--- src/rtl/vga_pkg.sv ---
// Shared VGA frame-buffer definitions: geometry, slot encoding and the
// pixel address helper also used by the drawing logic.
package vga_pkg;

  localparam int H_ACTIVE = 640;
  localparam int V_ACTIVE = 480;
  localparam int DATA_W   = 12;
  localparam int ADDR_W   = 19;

  typedef enum logic [1:0] {
    S_IDLE = 2'd0,
    S_RD   = 2'd1,
    S_WR   = 2'd2
  } slot_t;

  // row*640 + col without a multiplier: 640 = 512 + 128
  function automatic logic [ADDR_W-1:0] pixel_addr(input logic [8:0] row,
                                                   input logic [9:0] col);
    logic [ADDR_W-1:0] r;
    r = ADDR_W'(row);
    return (r << 9) + (r << 7) + ADDR_W'(col);
  endfunction

endpackage

--- src/rtl/vram_wr_fifo.sv ---
// Small synchronous FIFO buffering game-logic pixel writes until a
// blanking slot is free. Full, empty and level are registered.
module vram_wr_fifo #(
  parameter int DEPTH = 4,
  parameter int WIDTH = 31
) (
  input  logic                     clk,
  input  logic                     clrn,
  input  logic                     push,
  input  logic                     pop,
  input  logic [WIDTH-1:0]         din,
  output logic [WIDTH-1:0]         dout,
  output logic                     full,
  output logic                     empty,
  output logic [$clog2(DEPTH):0]   level
);

  localparam int PW = $clog2(DEPTH);
  localparam int LW = PW + 1;

  logic [WIDTH-1:0] mem [DEPTH];
  logic [PW-1:0]    wr_ptr;
  logic [PW-1:0]    rd_ptr;
  logic [LW-1:0]    level_nxt;
  logic             do_push;
  logic             do_pop;

  assign do_push = push && !full;
  assign do_pop  = pop && !empty;
  assign dout    = mem[rd_ptr];

  // occupancy after this edge, used to register full/empty directly
  always_comb begin
    level_nxt = level;
    if (do_push && !do_pop) begin
      level_nxt = level + LW'(1);
    end else if (do_pop && !do_push) begin
      level_nxt = level - LW'(1);
    end
  end

  // entry storage; validity is tracked by the pointers, so no reset here
  always_ff @(posedge clk) begin
    if (do_push) begin
      mem[wr_ptr] <= din;
    end
  end

  // pointers and status flags
  always_ff @(posedge clk) begin
    if (!clrn) begin
      wr_ptr <= '0;
      rd_ptr <= '0;
      level  <= '0;
      full   <= 1'b0;
      empty  <= 1'b1;
    end else begin
      if (do_push) wr_ptr <= wr_ptr + PW'(1);
      if (do_pop)  rd_ptr <= rd_ptr + PW'(1);
      level <= level_nxt;
      full  <= (level_nxt == LW'(DEPTH));
      empty <= (level_nxt == '0);
    end
  end

endmodule

--- src/rtl/vram_port_arbiter.sv ---
// Single-port frame-buffer arbiter: VGA reads always win, buffered game
// writes are committed only in slots where the read strobe is idle.
//
//   state  | meaning
//   S_IDLE | no RAM access this slot (idle, off-screen read, bad write)
//   S_RD   | RAM read for the VGA scan-out
//   S_WR   | RAM write of the FIFO head entry
module vram_port_arbiter #(
  parameter int H_ACTIVE   = vga_pkg::H_ACTIVE,
  parameter int V_ACTIVE   = vga_pkg::V_ACTIVE,
  parameter int DATA_W     = vga_pkg::DATA_W,
  parameter int ADDR_W     = vga_pkg::ADDR_W,
  parameter int FIFO_DEPTH = 4
) (
  input  logic                          vga_clk,
  input  logic                          clrn,
  input  logic                          vga_rdn,
  input  logic [8:0]                    vga_row,
  input  logic [9:0]                    vga_col,
  output logic [DATA_W-1:0]             vga_data,
  input  logic                          wr_valid,
  output logic                          wr_ready,
  input  logic [8:0]                    wr_row,
  input  logic [9:0]                    wr_col,
  input  logic [DATA_W-1:0]             wr_data,
  output logic [ADDR_W-1:0]             ram_addr,
  output logic                          ram_we,
  output logic [DATA_W-1:0]             ram_din,
  input  logic [DATA_W-1:0]             ram_dout,
  output logic [$clog2(FIFO_DEPTH):0]   fifo_level,
  output logic                          err_oob
);

  import vga_pkg::*;

  localparam int ENTRY_W = 9 + 10 + DATA_W;

  slot_t               state_q;
  slot_t               state_d;
  logic [ENTRY_W-1:0]  head;
  logic [8:0]          head_row;
  logic [9:0]          head_col;
  logic [DATA_W-1:0]   head_data;
  logic                fifo_full;
  logic                fifo_empty;
  logic                ready_en;
  logic                push;
  logic                pop;
  logic                rd_ok;
  logic                head_ok;
  logic                rd_issue;
  logic                rd_valid;
  logic                oob_pop;
  logic [ADDR_W-1:0]   addr_d;
  logic [DATA_W-1:0]   din_d;
  logic [1:0]          issue_q;
  logic [1:0]          valid_q;

  assign {head_row, head_col, head_data} = head;

  assign rd_ok   = (vga_row < 9'(V_ACTIVE)) && (vga_col < 10'(H_ACTIVE));
  assign head_ok = (head_row < 9'(V_ACTIVE)) && (head_col < 10'(H_ACTIVE));

  // ready_en keeps the writer stalled until the first edge out of reset
  assign wr_ready = ready_en && !fifo_full;
  assign push     = wr_valid && wr_ready;
  assign ram_we   = (state_q == S_WR);

  vram_wr_fifo #(
    .DEPTH (FIFO_DEPTH),
    .WIDTH (ENTRY_W)
  ) u_wr_fifo (
    .clk   (vga_clk),
    .clrn  (clrn),
    .push  (push),
    .pop   (pop),
    .din   ({wr_row, wr_col, wr_data}),
    .dout  (head),
    .full  (fifo_full),
    .empty (fifo_empty),
    .level (fifo_level)
  );

  // slot decision: read strobe first, otherwise drain one buffered write
  always_comb begin
    state_d  = S_IDLE;
    addr_d   = ram_addr;
    din_d    = ram_din;
    pop      = 1'b0;
    rd_issue = 1'b0;
    rd_valid = 1'b0;
    oob_pop  = 1'b0;
    if (!vga_rdn) begin
      rd_issue = 1'b1;
      if (rd_ok) begin
        state_d  = S_RD;
        rd_valid = 1'b1;
        addr_d   = ADDR_W'(pixel_addr(vga_row, vga_col));
      end
    end else if (!fifo_empty) begin
      pop = 1'b1;
      if (head_ok) begin
        state_d = S_WR;
        addr_d  = ADDR_W'(pixel_addr(head_row, head_col));
        din_d   = head_data;
      end else begin
        oob_pop = 1'b1;
      end
    end
  end

  // slot register and RAM-side outputs
  always_ff @(posedge vga_clk) begin
    if (!clrn) begin
      state_q  <= S_IDLE;
      ram_addr <= '0;
      ram_din  <= '0;
      ready_en <= 1'b0;
      err_oob  <= 1'b0;
    end else begin
      state_q  <= state_d;
      ram_addr <= addr_d;
      ram_din  <= din_d;
      ready_en <= 1'b1;
      if (oob_pop) err_oob <= 1'b1;
    end
  end

  // read-return pipeline: issue/valid tags line up with ram_dout two edges later
  always_ff @(posedge vga_clk) begin
    if (!clrn) begin
      issue_q  <= '0;
      valid_q  <= '0;
      vga_data <= '0;
    end else begin
      issue_q <= {issue_q[0], rd_issue};
      valid_q <= {valid_q[0], rd_valid};
      if (issue_q[1]) begin
        vga_data <= valid_q[1] ? ram_dout : '0;
      end
    end
  end

endmodule

--- config.mk ---
export PLATFORM = sky130hd
export DESIGN_NAME = vram_port_arbiter
export DESIGN_NICKNAME = d
export VERILOG_FILES = /design/src/rtl/vga_pkg.sv /design/src/rtl/vram_wr_fifo.sv /design/src/rtl/vram_port_arbiter.sv
export SDC_FILE = /design/constraint.sdc
export NUM_CORES = 1
export LEC_CHECK = 0
export ABC_AREA = 1
export CELL_PAD_IN_SITES_DETAIL_PLACEMENT = 0
export CELL_PAD_IN_SITES_GLOBAL_PLACEMENT = 1
export CORE_MARGIN = 5
export CORE_UTILIZATION = 38
export CTS_CLUSTER_SIZE = 8
export DETAILED_ROUTE_END_ITERATION = 10
export GPL_ROUTABILITY_DRIVEN = 0
export PLACE_DENSITY_LB_ADDON = 0.1
export SETUP_SLACK_MARGIN = 0.3
export SLEW_MARGIN = 0
export SYNTH_ARGS = -nofsm -noshare
export SYNTH_HDL_FRONTEND = slang
export SYNTH_HIERARCHICAL = 1
export SYNTH_SLANG_ARGS = --single-unit
--- constraint.sdc ---
create_clock -name vga_clk -period 2.95 [get_ports vga_clk]
set_clock_uncertainty 0.15 [all_clocks]
set_input_delay 0.59 -clock vga_clk [delete_from_list [all_inputs] [get_ports vga_clk]]
set_output_delay 0.59 -clock vga_clk [all_outputs]
set_load 0.01 [all_outputs]
==> results of run 1 <==
sequential cells by signal (all words and copies together), names as in the netlist, named ones only:
signal	count
issue_q	2
state_q	1
ram_din	12
u_wr_fifo/level	3
err_oob	1
u_wr_fifo/empty	1
u_wr_fifo/wr_ptr	2
vga_data	12
u_wr_fifo/mem	124
u_wr_fifo/full	1
valid_q	2
ready_en	1
u_wr_fifo/rd_ptr	2
ram_addr	19
per-stage QoR:
step           TNS (ns)  setup WS (ns)  cells  util, %  total power (W)
5_1_grt          -0.145        -0.0630   1272     51.4          0.00753
3_5_place_dp      -1.09         -0.218   1224     46.2          0.00453
2_1_floorplan    -12.57         -0.101    827        -          0.00393
3_3_place_gp     -0.894         -0.196   1224     46.2          0.00451
6_report              0         0.0843   1272     51.4          0.00715
4_1_cts               0          0.101   1269     50.2          0.00703
routing by layer:
layer	GRT usage (%)	part of all wire, %	up-vias
li1	-	-	3179
met1	24.0	48	2999
met2	26.3	46	144
met3	2.95	5.2	13
met4	3.61	0.79	0
met5	0	0	-
cells in the mapped netlist:
| cell type | count |
|---|---|
| dfxtp_1 | 61 |
| fa_1 | 4 |
| nand3_1 | 62 |
| nand4_1 | 4 |
| o211ai_2 | 1 |
| buf_2 | 13 |
| ha_1 | 40 |
| buf_6 | 2 |
| nor2_1 | 95 |
| and2_4 | 1 |
| nand2_1 | 130 |
| o21ai_0 | 72 |
| nand2_2 | 2 |
| inv_2 | 7 |
| nor2_2 | 1 |
| o21bai_1 | 3 |
| o22ai_1 | 32 |
| or2_1 | 3 |
| a21o_1 | 1 |
| a31oi_1 | 11 |
| nor3b_1 | 1 |
| xor2_1 | 2 |
| nand3b_1 | 5 |
| xnor2_1 | 1 |
| inv_1 | 62 |
| a21oi_1 | 43 |
| nand3_2 | 1 |
| clkbuf_1 | 17 |
| clkbuf_2 | 1 |
| edfxtp_1 | 124 |
| o21ai_1 | 16 |
| buf_4 | 1 |
| nand2_4 | 4 |
| nor2_4 | 2 |
| buf_1 | 2 |
layout make-up:
class / instances / area (um^2) / share of cell area [%]
clock buffer: 19 / 443 / 3.97
clock inverter: 13 / 178 / 1.59
inverter: 69 / 267 / 2.39
multi-input combinational: 537 / 3280 / 29.5
sequential: 185 / 4950 / 44.4
tap: 280 / 350 / 3.14
timing repair buffer: 168 / 1670 / 15.0
timing repair inverter: 1 / 6.26 / 0.0561
worst paths after layout:
check              from           end  slack, ns
max                flop  ram_addr[14]       0.08
min          issue_q[0]    issue_q[1]       0.26
max reg2reg        flop  ram_addr[14]       0.08
min reg2reg  issue_q[0]    issue_q[1]       0.26
what timing repair did:
action,CTS,global route
pin swaps,13,25
endpoints found under the setup margin,10,10
gates resized for setup,33,58
gates cloned,1,0
setup buffers,12,3
power by group through the flow:
stage	clock network (W)	registers, W	logic, W
after floorplan	0	0.00305	0.000880
after global placement	0	0.00304	0.00147
after detailed placement	0	0.00304	0.00148
after CTS	0.00243	0.00298	0.00162
after global routing	0.00253	0.00299	0.00200
final	0.00237	0.00298	0.00181
kinds of logic after synthesis:
| logic type | after synthesis | synth area share (%) |
|---|---|---|
| simple gates | 311 | 16.3 |
| compound gates | 179 | 11.7 |
| flops | 185 | 59.6 |
| buf+inv | 105 | 5.19 |
| fa+ha+maj | 44 | 7.00 |
| xor+xnor | 3 | 0.317 |
critical path, delay by kind of cell (launching register included):
kind | cells | cell delay [ns]
compound gates | 3 | 0.42
fa+ha+maj | 3 | 0.92
flops | 1 | 0.38
simple gates | 6 | 0.44
buf+inv | 5 | 0.44
==> run metrics, run 1 <==
Antenna Diode Count 0; global route total overflow 0; distinct cell type count after synthesis 35; total placed instance area 10000 um^2; hold-fix buffer count after cts 0; DRC violations left 0; power per unit of standard cell area 641 nW/um^2; clock-pin transition on the worst setup and hold timing paths 0.07 ns; Core Footprint 21700 um^2; estimated wirelength of the detail-placed design 13600 um; maximum number of pins on one net before global-route repair 39; clock latency on the worst-skew pair 0.42 ns; final-report max-slew violation count 0; max-cap viol count 0; Layout fillers 1903; design area 11100 um^2; DIE WIDTH 158 um; crit path capture type flop; cell count of the worst reg-to-reg path 17; sequential group share of total power 41.6%; area leader, netlist edfxtp_1; standby leakage power 4.32 nW; vias after detailed routing 6335; most used cells in the layout excluding fill and tap cells edfxtp_1 (124), nand2_1 (122), clkdlybuf4s50_1 (114); largest fanout on the critical path 6; count of boundary I/O pins 115; delay of the slowest cell on the worst path 0.40 ns; clock sink count 185; global router's overall resource usage 16.6%; post-route worst hold slack 0.259 ns; Initial Utilization 38.3%; H-tree level count 4; final wirelength 20600 um; final period utilization 97.1%; CP Cell Sequence buf_8 > inv_8 > buf_6 > buf_6 > o21ai_2 > o22ai_2 > ha_1 > ha_4 > fa_2 > nand3_2 > nand2_4 > a21oi_4 > nand2_1 > nand3_2 > nand3_2 > nand2_1 > inv_1; Seq/Total Area, Yosys 59.6%; launching element type of the critical path flop; worst vdd rail ir drop 0.000370 V; y dimension of the die 158 um; via count normalized by instance count 4.98; most common cell after layout, fill and taps aside edfxtp_1; clock root cell clkbuf_16; Worst Tran Pin Value 0.518 ns; clock buffer count from CTS 17; switching fraction of total power 29.5%; mean instance size in the synthesized netlist 10.0 um^2; required time at the endpoint of the critical path 3.13 ns; outcome complete, no violations; shortest clock period the worst path allows after layout 2.87 ns; cell internal pwr 0.00504 W; cell row count 54; synth-to-layout area growth 34.3%; number of flip-flops and latches in the synthesized netlist 185; number of endpoints with negative hold slack in the final report 0; via count of the first global-routing pass 6182; initial antenna violation count 0; class of the worst hold path reg2reg; net count reported at finish 1089; synth warn 6; net load switching power 0.00211 W; proportion of layout cells with a drive suffix above 1 17.1%; Max Fclk 349 MHz; Total Die Area 24900 um^2; first-pass GRT wire length 32600 um; relative contribution of the clock network to total power 33.1%; CTS tree yes; routed wire length per instance 16.2 um; worst-path cell with the longest stage delay fa_2; DRT Pass-1 Iters 5; Max transition margin 65.4%; most frequent CP cell nand3_2; clk buf depth 2; Critical Setup Path Class reg2reg; antenna violation net count after detailed routing 0; Synthesized Nets 937; combinational power share 25.3%; unrepaired setup endpoints after global routing yes; gate count after technology mapping 827; CP arrival 3.04 ns; WHS Path Cells 2; count of port buffers added during placement 114; largest cells by area after synthesis edfxtp_1 (45%), dfxtp_1 (15%), ha_1 (6.0%); synthesized cell area 8300 um^2; post-synth top area share 44.9%; Final setup violation count 0; Starting DRT DRC Count 389
No activity file was read; power rests on OpenSTA's default activity.
==> run 2: changes to the inputs <==
CORE_ASPECT_RATIO = 1.4   (was default)
==> run 2 against run 1 <==
  * Power down 2.1%
  * Maximum frequency up 3.8%
  * Clock power down 9.3%
  * Final cell count up 2.0%
  * Sequential cell count unchanged
  * Core utilization up 0.068 points
  * Combinational power up 3%
  * Count of clock-buffer cells in the layout unchanged
  * Largest power group unchanged
  * Highest routed layer unchanged
==> run metrics, run 2 (synthesized netlist as in run 1, its figures left out) <==
outcome complete, no violations; post-route worst hold slack 0.275 ns (+0.0155 ns); DRT Pass-1 Iters 4 (-1); proportion of layout cells with a drive suffix above 1 17.8% (+0.65 points); worst vdd rail ir drop 0.000528 V (+43%); Total Die Area 24900 um^2 (+0.17%); via count normalized by instance count 4.96 (-0.32%); max-cap viol count 0 (unchanged); Core Footprint 21700 um^2 (about the same); clock root cell clkbuf_16; launch instance of the worst min-delay path issue_q[0]; delay-heaviest family, CP adder cells; clock buffer count from CTS 17 (unchanged); reg-to-reg critical path endpoint ram_addr[10]; cell row count 64 (+19%); number of endpoints with negative hold slack in the final report 0 (unchanged); global router's overall resource usage 17.7% (+1.1 points); clock latency on the worst-skew pair 0.43 ns (about the same); clock-pin transition on the worst setup and hold timing paths 0.07 ns (about the same); standby leakage power 4.29 nW (-0.62%); class of the worst hold path reg2reg; largest fanout on the critical path 7 (+1); Antenna Diode Count 0 (unchanged); Initial Utilization 38.2% (about the same); Max Fclk 362 MHz (+3.8%); CP arrival 2.94 ns (-0.10 ns); Critical Setup Path Class reg2reg; crit path capture type flop; clk buf depth 2 (unchanged); count of boundary I/O pins 115 (unchanged); power after layout 0.00700 W (-2.1%); via count of the first global-routing pass 6636 (+7.3%); final-report max-slew violation count 0 (unchanged); maximum number of pins on one net before global-route repair 32 (-18%); power per unit of standard cell area 627 nW/um^2 (-2.3%); Starting DRT DRC Count 273 (-30%); DRC violations left 0 (unchanged); register with the highest flop count u_wr_fifo/mem; core utilization of the finished layout 51.5% (+0.068 points); CP Cell Sequence buf_12 > buf_12 > buf_4 > o21ai_4 > o22ai_4 > ha_2 > ha_4 > fa_2 > buf_4 > buf_6 > xnor2_4 > o22ai_1 > nor2_1 > nor2_1; net count reported at finish 1098 (+0.83%); number of flip-flops under the largest register name 124 (unchanged); worst reg2reg setup slack 0.19 ns (+0.11 ns); DIE WIDTH 135 um (-15%); most common cell after layout, fill and taps aside edfxtp_1; hold-fix buffer count after cts 0 (unchanged); shortest clock period the worst path allows after layout 2.76 ns (-0.106 ns); final wirelength 21900 um (+6.4%); synth-to-layout area growth 34.6%; CTS tree yes; WHS Path Cells 2 (unchanged); first-pass GRT wire length 34100 um (+4.7%); H-tree level count 4 (unchanged); worst-path cell with the longest stage delay fa_2; Regs by FF count u_wr_fifo/mem x124, ram_addr x19; buffer and inverter count on the worst path 5 (unchanged); antenna violation net count after detailed routing 0 (unchanged); unrepaired setup endpoints after global routing yes; clock sink count 185 (unchanged); Final setup violation count 0 (unchanged); required time at the endpoint of the critical path 3.13 ns (about the same); y dimension of the die 185 um (+17%); global route total overflow 0 (unchanged); vias after detailed routing 6444 (+1.7%); Max transition margin 66.9% (+1.5 points); count of port buffers added during placement 114 (unchanged); worst min-delay path endpoint issue_q[1]; estimated wirelength of the detail-placed design 15500 um (+14%); delay of the slowest cell on the worst path 0.40 ns (about the same); most used cells in the layout excluding fill and tap cells edfxtp_1 (124), nand2_1 (121), clkdlybuf4s50_1 (114); final period utilization 93.5% (-3.6 points); cell count of the worst reg-to-reg path 14 (-3); Worst Tran Pin Value 0.496 ns (-0.0223 ns); launching element type of the critical path flop; setup total negative slack 0 ns (unchanged); initial antenna violation count 0 (unchanged); Layout fillers 1944 (+2.2%); routed wire length per instance 16.9 um (+4.2%)
==> run 2: cell count changes in the layout (fill, tap and decap cells not counted), sizes merged <==
cell	previous run	this run
buf	54	63
clkinv	4	6
inv	76	74
bufinv	2	1
clkinvlp	1	2
==> run 2: power by group <==
group          total [W]  internal, W  leakage, nW  switching, W
logic            0.00187     0.000862         2.40       0.00100
clock network    0.00215      0.00117        0.270      0.000980
registers        0.00298      0.00290         1.63     0.0000775
total            0.00700      0.00494         4.29       0.00206
==> run 2: how the worst max path moves through the flow <==
stage / from / endpoint / depth (start not counted)
2_1_floorplan: wr_valid / u_wr_fifo/mem[0][0] / 3
3_3_place_gp: vga_row[0] / ram_addr[14] / 13
3_5_place_dp: vga_row[0] / ram_addr[14] / 13
4_1_cts: flop / ram_addr[14] / 16
5_1_grt: flop / ram_addr[14] / 17
6_report: flop / ram_addr[10] / 14
==> run 2: repair_timing <==
| action | in CTS | in global routing |
|---|---|---|
| cloned | 1 | 0 |
| endpoints found under the setup margin | 16 | 16 |
| pin swaps | 19 | 17 |
| setup buffers | 7 | 2 |
| endpoints found under the hold margin | 0 | 0 |
| gates resized for setup | 57 | 38 |
==> run 2: area by class of cell <==
| class | instances | area [um^2] | area share [%] |
|---|---|---|---|
| flip-flops and latches | 185 | 4950 | 44.3 |
| multi-input cells | 537 | 3300 | 29.6 |
| repair buffers | 177 | 1710 | 15.3 |
| clock buffers | 19 | 433 | 3.88 |
| well taps | 297 | 372 | 3.33 |
| inverters | 69 | 269 | 2.41 |
| clock inverters | 13 | 120 | 1.08 |
| repair inverters | 1 | 6.26 | 0.0560 |
==> run 2: per-layer routing <==
layer | share of wire, % | up-vias | track usage (%)
met5 | 0 | - | 0
met4 | 1.9 | 0 | 6.76
met3 | 4.0 | 26 | 3.67
met2 | 54 | 145 | 32.9
met1 | 40 | 3079 | 19.8
li1 | - | 3194 | -
==> run 2: worst reg2reg max path, delay by kind of cell, from the launching register on <==
family          cells  cell delay, ns
flops               1            0.39
xor+xnor            1            0.12
buf+inv             5            0.69
fa+ha+maj           3            0.78
compound gates      3            0.36
simple gates        2            0.17
==> run 2: through the flow <==
stage / setup WS, ns / std cells / cell area (um^2)
after CTS: 0.193 / 1296 / 11000
after floorplan: -0.101 / 827 / 8340
after global placement: -0.180 / 1256 / 10100
after global routing: 0.0238 / 1298 / 11200
after detailed placement: -0.224 / 1256 / 10100
final: 0.191 / 1298 / 11200
